`src/rtl/arbiter_ctrl.sv`:
```
// arbiter_ctrl: control FSM for the shared pmem port. Grants the pmem port to
// either the icache or the dcache. Contention between them is resolved
// round-robin. Every transaction is followed by a one-cycle turnaround.
// A watchdog catches transactions whose pmem_resp never arrives.
module arbiter_ctrl #(
    parameter int TIMEOUT_CYCLES = 1023,  // 0 disables the watchdog
    parameter int CNT_W          = 10     // 2**CNT_W must exceed TIMEOUT_CYCLES
) (
    input  logic clk,
    input  logic rst_n,
    input  logic iread,
    input  logic dread,
    input  logic dwrite,
    input  logic pmem_resp,
    output logic iread_gnt,
    output logic dread_gnt,
    output logic dwrite_gnt,
    output logic cache_sel,
    output logic busy,
    output logic timeout_err
);

    typedef enum logic [1:0] {
        IDLE    = 2'd0,
        SERVE_I = 2'd1,
        SERVE_D = 2'd2,
        TURN    = 2'd3
    } state_t;

    typedef enum logic {
        SIDE_I = 1'b0,
        SIDE_D = 1'b1
    } side_t;

    localparam logic [CNT_W-1:0] TIMEOUT_VAL = CNT_W'(TIMEOUT_CYCLES);
    localparam logic [CNT_W-1:0] CNT_MAX     = '1;
    localparam logic [CNT_W-1:0] CNT_ONE     = CNT_W'(1);
    localparam bit               WDOG_EN     = (TIMEOUT_CYCLES != 0);

    state_t           state, state_next;
    side_t            last_served, last_served_next;
    logic [CNT_W-1:0] wait_cnt, wait_cnt_next;
    logic             err_q, err_next;

    logic i_pend;
    logic d_pend;
    logic trip;

    assign i_pend      = iread;
    assign d_pend      = dread | dwrite;
    assign timeout_err = err_q;

    // The watchdog fires on the last permitted wait cycle.
    // A pmem_resp in that same cycle counts as a normal completion.
    assign trip = WDOG_EN && (wait_cnt == TIMEOUT_VAL) && !pmem_resp;

    // State, round-robin pointer, wait counter and sticky error registers
    always_ff @(posedge clk) begin
        // NOTE: sequential state uses non-blocking assignments only, so every
        // register samples the pre-edge value of its peers.
        if (!rst_n) begin
            state       <= IDLE;
            last_served <= SIDE_D;
            wait_cnt    <= '0;
            err_q       <= 1'b0;
        end else begin
            state       <= state_next;
            last_served <= last_served_next;
            wait_cnt    <= wait_cnt_next;
            err_q       <= err_next;
        end
    end

    // Next-state, counter and error update, plus combinational output decode
    always_comb begin
        // NOTE: every signal gets a default before the case, so no path can
        // leave a variable unassigned and infer a latch.
        state_next       = state;
        last_served_next = last_served;
        wait_cnt_next    = wait_cnt;
        err_next         = err_q;
        iread_gnt        = 1'b0;
        dread_gnt        = 1'b0;
        dwrite_gnt       = 1'b0;
        cache_sel        = 1'b0;
        busy             = 1'b1;

        unique case (state)
            IDLE: begin
                busy          = 1'b0;
                wait_cnt_next = '0;
                if (pmem_resp) err_next = 1'b1;
                if (i_pend && d_pend)
                    state_next = (last_served == SIDE_D) ? SERVE_I : SERVE_D;
                else if (i_pend)
                    state_next = SERVE_I;
                else if (d_pend)
                    state_next = SERVE_D;
            end

            SERVE_I: begin
                iread_gnt = iread;
                // The owner withdrew its request before completion.
                if (!i_pend && !pmem_resp) err_next = 1'b1;
                if (pmem_resp || trip) begin
                    state_next       = TURN;
                    last_served_next = SIDE_I;
                    if (trip) err_next = 1'b1;
                end else if (wait_cnt != CNT_MAX) begin
                    wait_cnt_next = wait_cnt + CNT_ONE;
                end
            end

            SERVE_D: begin
                cache_sel  = 1'b1;
                dread_gnt  = dread;
                dwrite_gnt = dwrite;
                if (!d_pend && !pmem_resp) err_next = 1'b1;
                if (pmem_resp || trip) begin
                    state_next       = TURN;
                    last_served_next = SIDE_D;
                    if (trip) err_next = 1'b1;
                end else if (wait_cnt != CNT_MAX) begin
                    wait_cnt_next = wait_cnt + CNT_ONE;
                end
            end

            TURN: begin
                // last_served already names the owner that just finished.
                cache_sel     = (last_served == SIDE_D);
                wait_cnt_next = '0;
                if (pmem_resp) err_next = 1'b1;
                state_next = IDLE;
            end

            default: state_next = IDLE;
        endcase
    end

endmodule

```
`config.mk`:
```
export PLATFORM = sky130hd
export DESIGN_NAME = arbiter_ctrl
export DESIGN_NICKNAME = d
export VERILOG_FILES = /design/src/rtl/arbiter_ctrl.sv
export SDC_FILE = /design/constraint.sdc
export NUM_CORES = 1
export LEC_CHECK = 0
export ABC_CLOCK_PERIOD_IN_PS = 2300
export CELL_PAD_IN_SITES_DETAIL_PLACEMENT = 1
export CELL_PAD_IN_SITES_GLOBAL_PLACEMENT = 2
export CORE_UTILIZATION = 39
export CTS_BUF_LIST = sky130_fd_sc_hd__clkbuf_2
export DETAILED_ROUTE_END_ITERATION = 6
export DONT_BUFFER_PORTS = 1
export PLACE_DENSITY = 0.88
export RECOVER_POWER = 50
export SKIP_CTS_REPAIR_TIMING = 1
export SLEW_MARGIN = 10
export SYNTH_ARGS = -nofsm -noshare
export SYNTH_HDL_FRONTEND = slang
export SYNTH_SLANG_ARGS = --single-unit
```
`constraint.sdc`:
```
create_clock -name clk -period 2.3 [get_ports clk]
set_clock_uncertainty 0.1 [all_clocks]
set_input_delay 0.345 -clock clk [delete_from_list [all_inputs] [get_ports clk]]
set_output_delay 0.345 -clock clk [all_outputs]
set_load 0.1 [all_outputs]
```
[Yosys cells after proc, flatten, opt, wreduce, memory -nomap -nowiden]
Index checks and enable logic that the tools add are counted.
Word-level totals
  register bits: 14
  input bits: 6
  output and inout bits: 6
  word-level logic and storage cells: 58
Operators by class
  add/sub/neg operators: 1
  eq/ne operators: 12
  muxes and demuxes: 25
  bitwise gates (word level): 1
  reduce and logical (&&, ||, !) cells: 15
Operators with widths (number)
  $mux W10: 2
  $pmux W10 S2: 1
  $mux W1: 13
  $add A10 B1 Y10 const B: 1
  $eq A10 B10 Y1 const B: 1
  $mux W2: 5
  $ne A10 B10 Y1 const B: 1
  $ne A2 B1 Y1 const B: 3
  $ne A2 B2 Y1 const B: 3
  $pmux W2 S3: 1
  $eq A2 B2 Y1 const B: 2
  $logic_and A1 B1 Y1: 4
  $ne A4 B4 Y1 const B: 1
  $pmux W1 S2: 2
  $reduce_and A2 Y1: 2
  $reduce_or A2 Y1: 2
  $logic_not A1 Y1: 3
  $pmux W1 S3: 1
  $reduce_and A3 Y1: 1
  $eq A2 B1 Y1 const B: 1
  $logic_not A2 Y1: 1
  $reduce_bool A2 Y1: 1
  $logic_or A1 B1 Y1: 1
  $or A1 B1 Y1: 1

[Longest topological paths before layout]
  depth after elaboration: 7
  gate-level depth with buffers: 6
  depth with buffers taken out: 6

[Least setup slack after synthesis]
Ideal clock, no wire load.
  path type: register -> register
  from: reg state[1]
  to: reg err_q (netlist: timeout_err)
  setup time: 122 ps
  data arrival time: 2355 ps
  required time: 2078 ps
  setup slack: -277 ps
  cell stages (with the launch flop): 7
  path buffers: 0
  period minus slack after synthesis: 2577 ps
  cells stage by stage: dfxtp_1 inv_1 ha_1 inv_1 nor2_1 nor2_1 o311a_1
On the way
  cells in the longest elaborated chain, start to end: 3
  elaborated cells between the ends (all ways): 7
  classes of those cells: 4 x eq/ne; 1 x mux; 2 x reduce/logical
Ends and longest elaborated chain
  start, declared: RTL line 40  | state_t state, state_next;
  start signal, assigned: RTL line 67  | state <= state_next;
  $eq A2 B2 Y1 / $logic_not A2 Y1 (equally long branches): RTL line 88  | unique case (state)
  $reduce_or A2 Y1 (no source line)
  $pmux W1 S3 / $ne A2 B1 Y1 (equally long branches)
  end signal, assigned: RTL line 70  | err_q <= err_next;
  end, declared: RTL line 43  | logic err_q, err_next;
Parallel ways exist; a longest one is shown, timed or not.
A chain may end at the register's enable or synchronous reset.

[Worst setup path after layout]
  from: reg state[0]
  to: out cache_sel
On the way
  cells in the longest elaborated chain, start to end: 2
  elaborated cells between the ends (all ways): 3
  classes of those cells: 2 x eq/ne; 1 x mux
Ends and longest elaborated chain
  $eq A2 B2 Y1: RTL line 88
  $pmux W1 S2 (*): RTL line 88
  end, declared: RTL line 18  | output logic cache_sel,
Every way passes the cells marked *; elsewhere a longest branch is shown, timed or not.

==> metrics <==
sw power between 0.6 and 0.7 mW; delay-heaviest family, CP flip-flops; Critical Path AT around 1.5 ns; Pwr Density ~1200 nW/µm²; synthesized flop and latch total 14; Detail Route Antenna Nets 0; Overall Global Routing Usage between 15 and 20%; CTS sink cnt 14; most common flop cell mapped by yosys dfxtp_1; DR vias/cell ~5.4; top-count cell post-synth dfxtp_1; Seq/Total Area, Yosys about a third; initial antenna violation count 0; Critical Path RT about 1.9 ns; syn avg cell area roughly 9 µm²; hold_ws between 0.06 and 0.07 ns; TritonCTS buffer count 3; setup TNS 0 ns; Switching Share around 56%; CTS tree done; die height roughly 48 µm; design area between 900 and 1000 µm²; EDFF count, synth 0; Fillers 248; Final Cycle Share 83.4%; internal power ~0.48 mW; share of the synthesized area in the top cell type about 34%; Tightest Pin Transition 0.538 ns; GRT Residual Overflow 0; initial core utilization a little over two fifths; # rows 16; Lkg Pwr between 0.3 and 0.4 nW; Largest stage delay, worst path roughly 0.4 ns; Cells after Synth slightly above 90; num ports 12; worst path cell trace inv_1 > ha_1 > a21o_1 > buf_4; sequential group share of total power 28.2%; share of layout cells above drive strength 1 between 10% and 20%; Die W just under 50 µm; max_slew headroom 64.3%; Synth area leaders dfxtp_1 34%, ha_1 9.0%, nor2_1 4.9%; Placed Cells incl. Taps 124; fmax approximately 0.52 GHz; Routed WL per cell 14.2 µm; FF-to-FF Start wait_cnt[0]$_SDFFE_PN0P_; Clock Latency Late Sink 0.30 ns; largest net degree at the start of global routing 11; vias in the first global route between 600 and 700; Setup crit start kind flip-flop; Worst Min Path Start rst_n; Slew Limit Fails 0; buffer levels on the longest clock path 2; clk root buf clkbuf_2; hpwl dp ~1400 µm; final setup vio count 0; Post-Layout Cell Count between 100 and 150; htree depth 1; Crit-path slowest cell dfxtp_1; Max Cap Viol 0; detailed-route via count 692; Cell Area, Synth between 800 and 900 µm²; global-route wire length before repair 2940 µm; ys async rst share 0%; Layout area overhead 8.68%; most frequent cells after synthesis 14 x dfxtp_1, 11 x nor2_1, 6 x ha_1, 6 x inv_1, 6 x o21ai_0; Yosys top cell by area dfxtp_1; CP Class reg -> out; crit path launch state[0]$_SDFFE_PN0P_; # port buffers 0; WL final between 1500 and 2000 µm; Clk pwr share 11.6%; Placed Instance Area 910 µm²; Antenna Cells 0; Crit. End Element primary output; nets about 120; worst min path class in -> reg; Final GP Congestion between 0.7 and 0.8; RSZ-0062 raised after global routing false; worst-path fanout max 5; core area roughly 2000 µm²; die area roughly 2300 µm²; WP buf/inv 2; Comb pwr share around 60%; Max VDD drop about 0.88 mV; post-route minimum period approximately 1.9 ns; Starting DRT DRC Count 15; Remaining DRCs 0; Synth cell types 29; 1st-pass router iterations 4; status finished clean; final hold viol count 0; clock-pin slew on the worst setup and hold paths about 0.14 ns; syn nets about 110; YS warnings 0
## per-layer routing
layer / wire length, µm / global-route usage, % / up-vias / part of all wire [%]
met5: 0 / 0 / - / 0
met4: 31 / 8.33 / 0 / 1.7
li1: - / - / 355 / -
met2: 803 / 25.9 / 7 / 44
met1: 951 / 26.5 / 326 / 52
met3: 40 / 3.33 / 4 / 2.2
## flip-flops by register name (all words and copies together), names as in the netlist
register / count
state: 2
last_served: 1
wait_cnt: 10
timeout_err: 1
## worst paths after layout
path / to / depth (start not counted) / slack [ns]
worst max-delay path: cache_sel / 4 / 0.38
worst min-delay path: timeout_err$_SDFFE_PN0P_ / 1 / 0.06
worst max register to register: state[0]$_SDFFE_PN0P_ / 5 / 0.43
worst min register to register: state[1]$_SDFFE_PN0P_ / 2 / 0.42
## worst reg2reg max path, delay by kind of cell (launching register included)
family | cells | cell delay, ns
multiplexers | 1 | 0.23
AND/OR/NAND/NOR | 1 | 0.12
flip-flops | 1 | 0.40
AO/OA/AOI/OAI | 2 | 0.70
adder cells (fa/ha/maj) | 1 | 0.26
## layout make-up
cell class	count	area (µm²)	share of cell area (%)
well taps	27	33.8	3.72
clock inverters	1	3.75	0.413
inverters	6	22.5	2.48
repair buffers	7	52.6	5.79
multi-input cells	71	500	55.1
clock buffers	3	15.0	1.65
flip-flops and latches	14	280	30.9
## cell families (layout without fill, tap and decap cells)
logic type | count (synthesis) | in the layout | synth area share [%]
adder cells (fa/ha/maj) | 6 | 6 | 8.98
AND/OR/NAND/NOR | 35 | 35 | 23.7
multiplexers | 3 | 3 | 3.59
AO/OA/AOI/OAI | 22 | 22 | 21.4
buffers and inverters | 8 | 17 | 3.59
flip-flops | 14 | 14 | 33.5
XOR/XNOR | 5 | 5 | 5.24
## cell usage in the layout, fill, tap and decap left out, types with 2 or more instances in the layout
cell type | netlist | layout
mux2i_1 | 3 | 3
nor3b_1 | 2 | 2
and4b_1 | 2 | 2
dfxtp_1 | 14 | 14
nand2_1 | 5 | 5
o211ai_1 | 4 | 4
xor2_1 | 4 | 4
clkbuf_2 | 0 | 4
a21oi_1 | 4 | 4
nand3_1 | 4 | 4
buf_4 | 0 | 5
o21ai_0 | 6 | 6
or3_1 | 2 | 2
nand4_1 | 2 | 2
and2_1 | 4 | 4
inv_1 | 6 | 6
ha_1 | 6 | 6
nor2_1 | 11 | 10
## per-stage QoR
stage | setup slack, ns | util [%] | total power, mW
2_1_floorplan | 0.227 | - | 0.878
3_3_place_gp | 0.608 | 45.9 | 0.995
3_5_place_dp | 0.532 | 45.9 | 1.01
4_1_cts | 0.368 | 46.8 | 1.14
5_1_grt | 0.277 | 45.8 | 1.16
6_report | 0.382 | 45.8 | 1.10
## power groups by stage
stage	Sequential (mW)	Clock [mW]	Combinational, mW
6_report	0.311	0.129	0.664
3_5_place_dp	0.318	0	0.693
3_3_place_gp	0.312	0	0.683
2_1_floorplan	0.370	0	0.508
4_1_cts	0.312	0.128	0.697
5_1_grt	0.316	0.141	0.702
(Power assumes the default switching activity.)
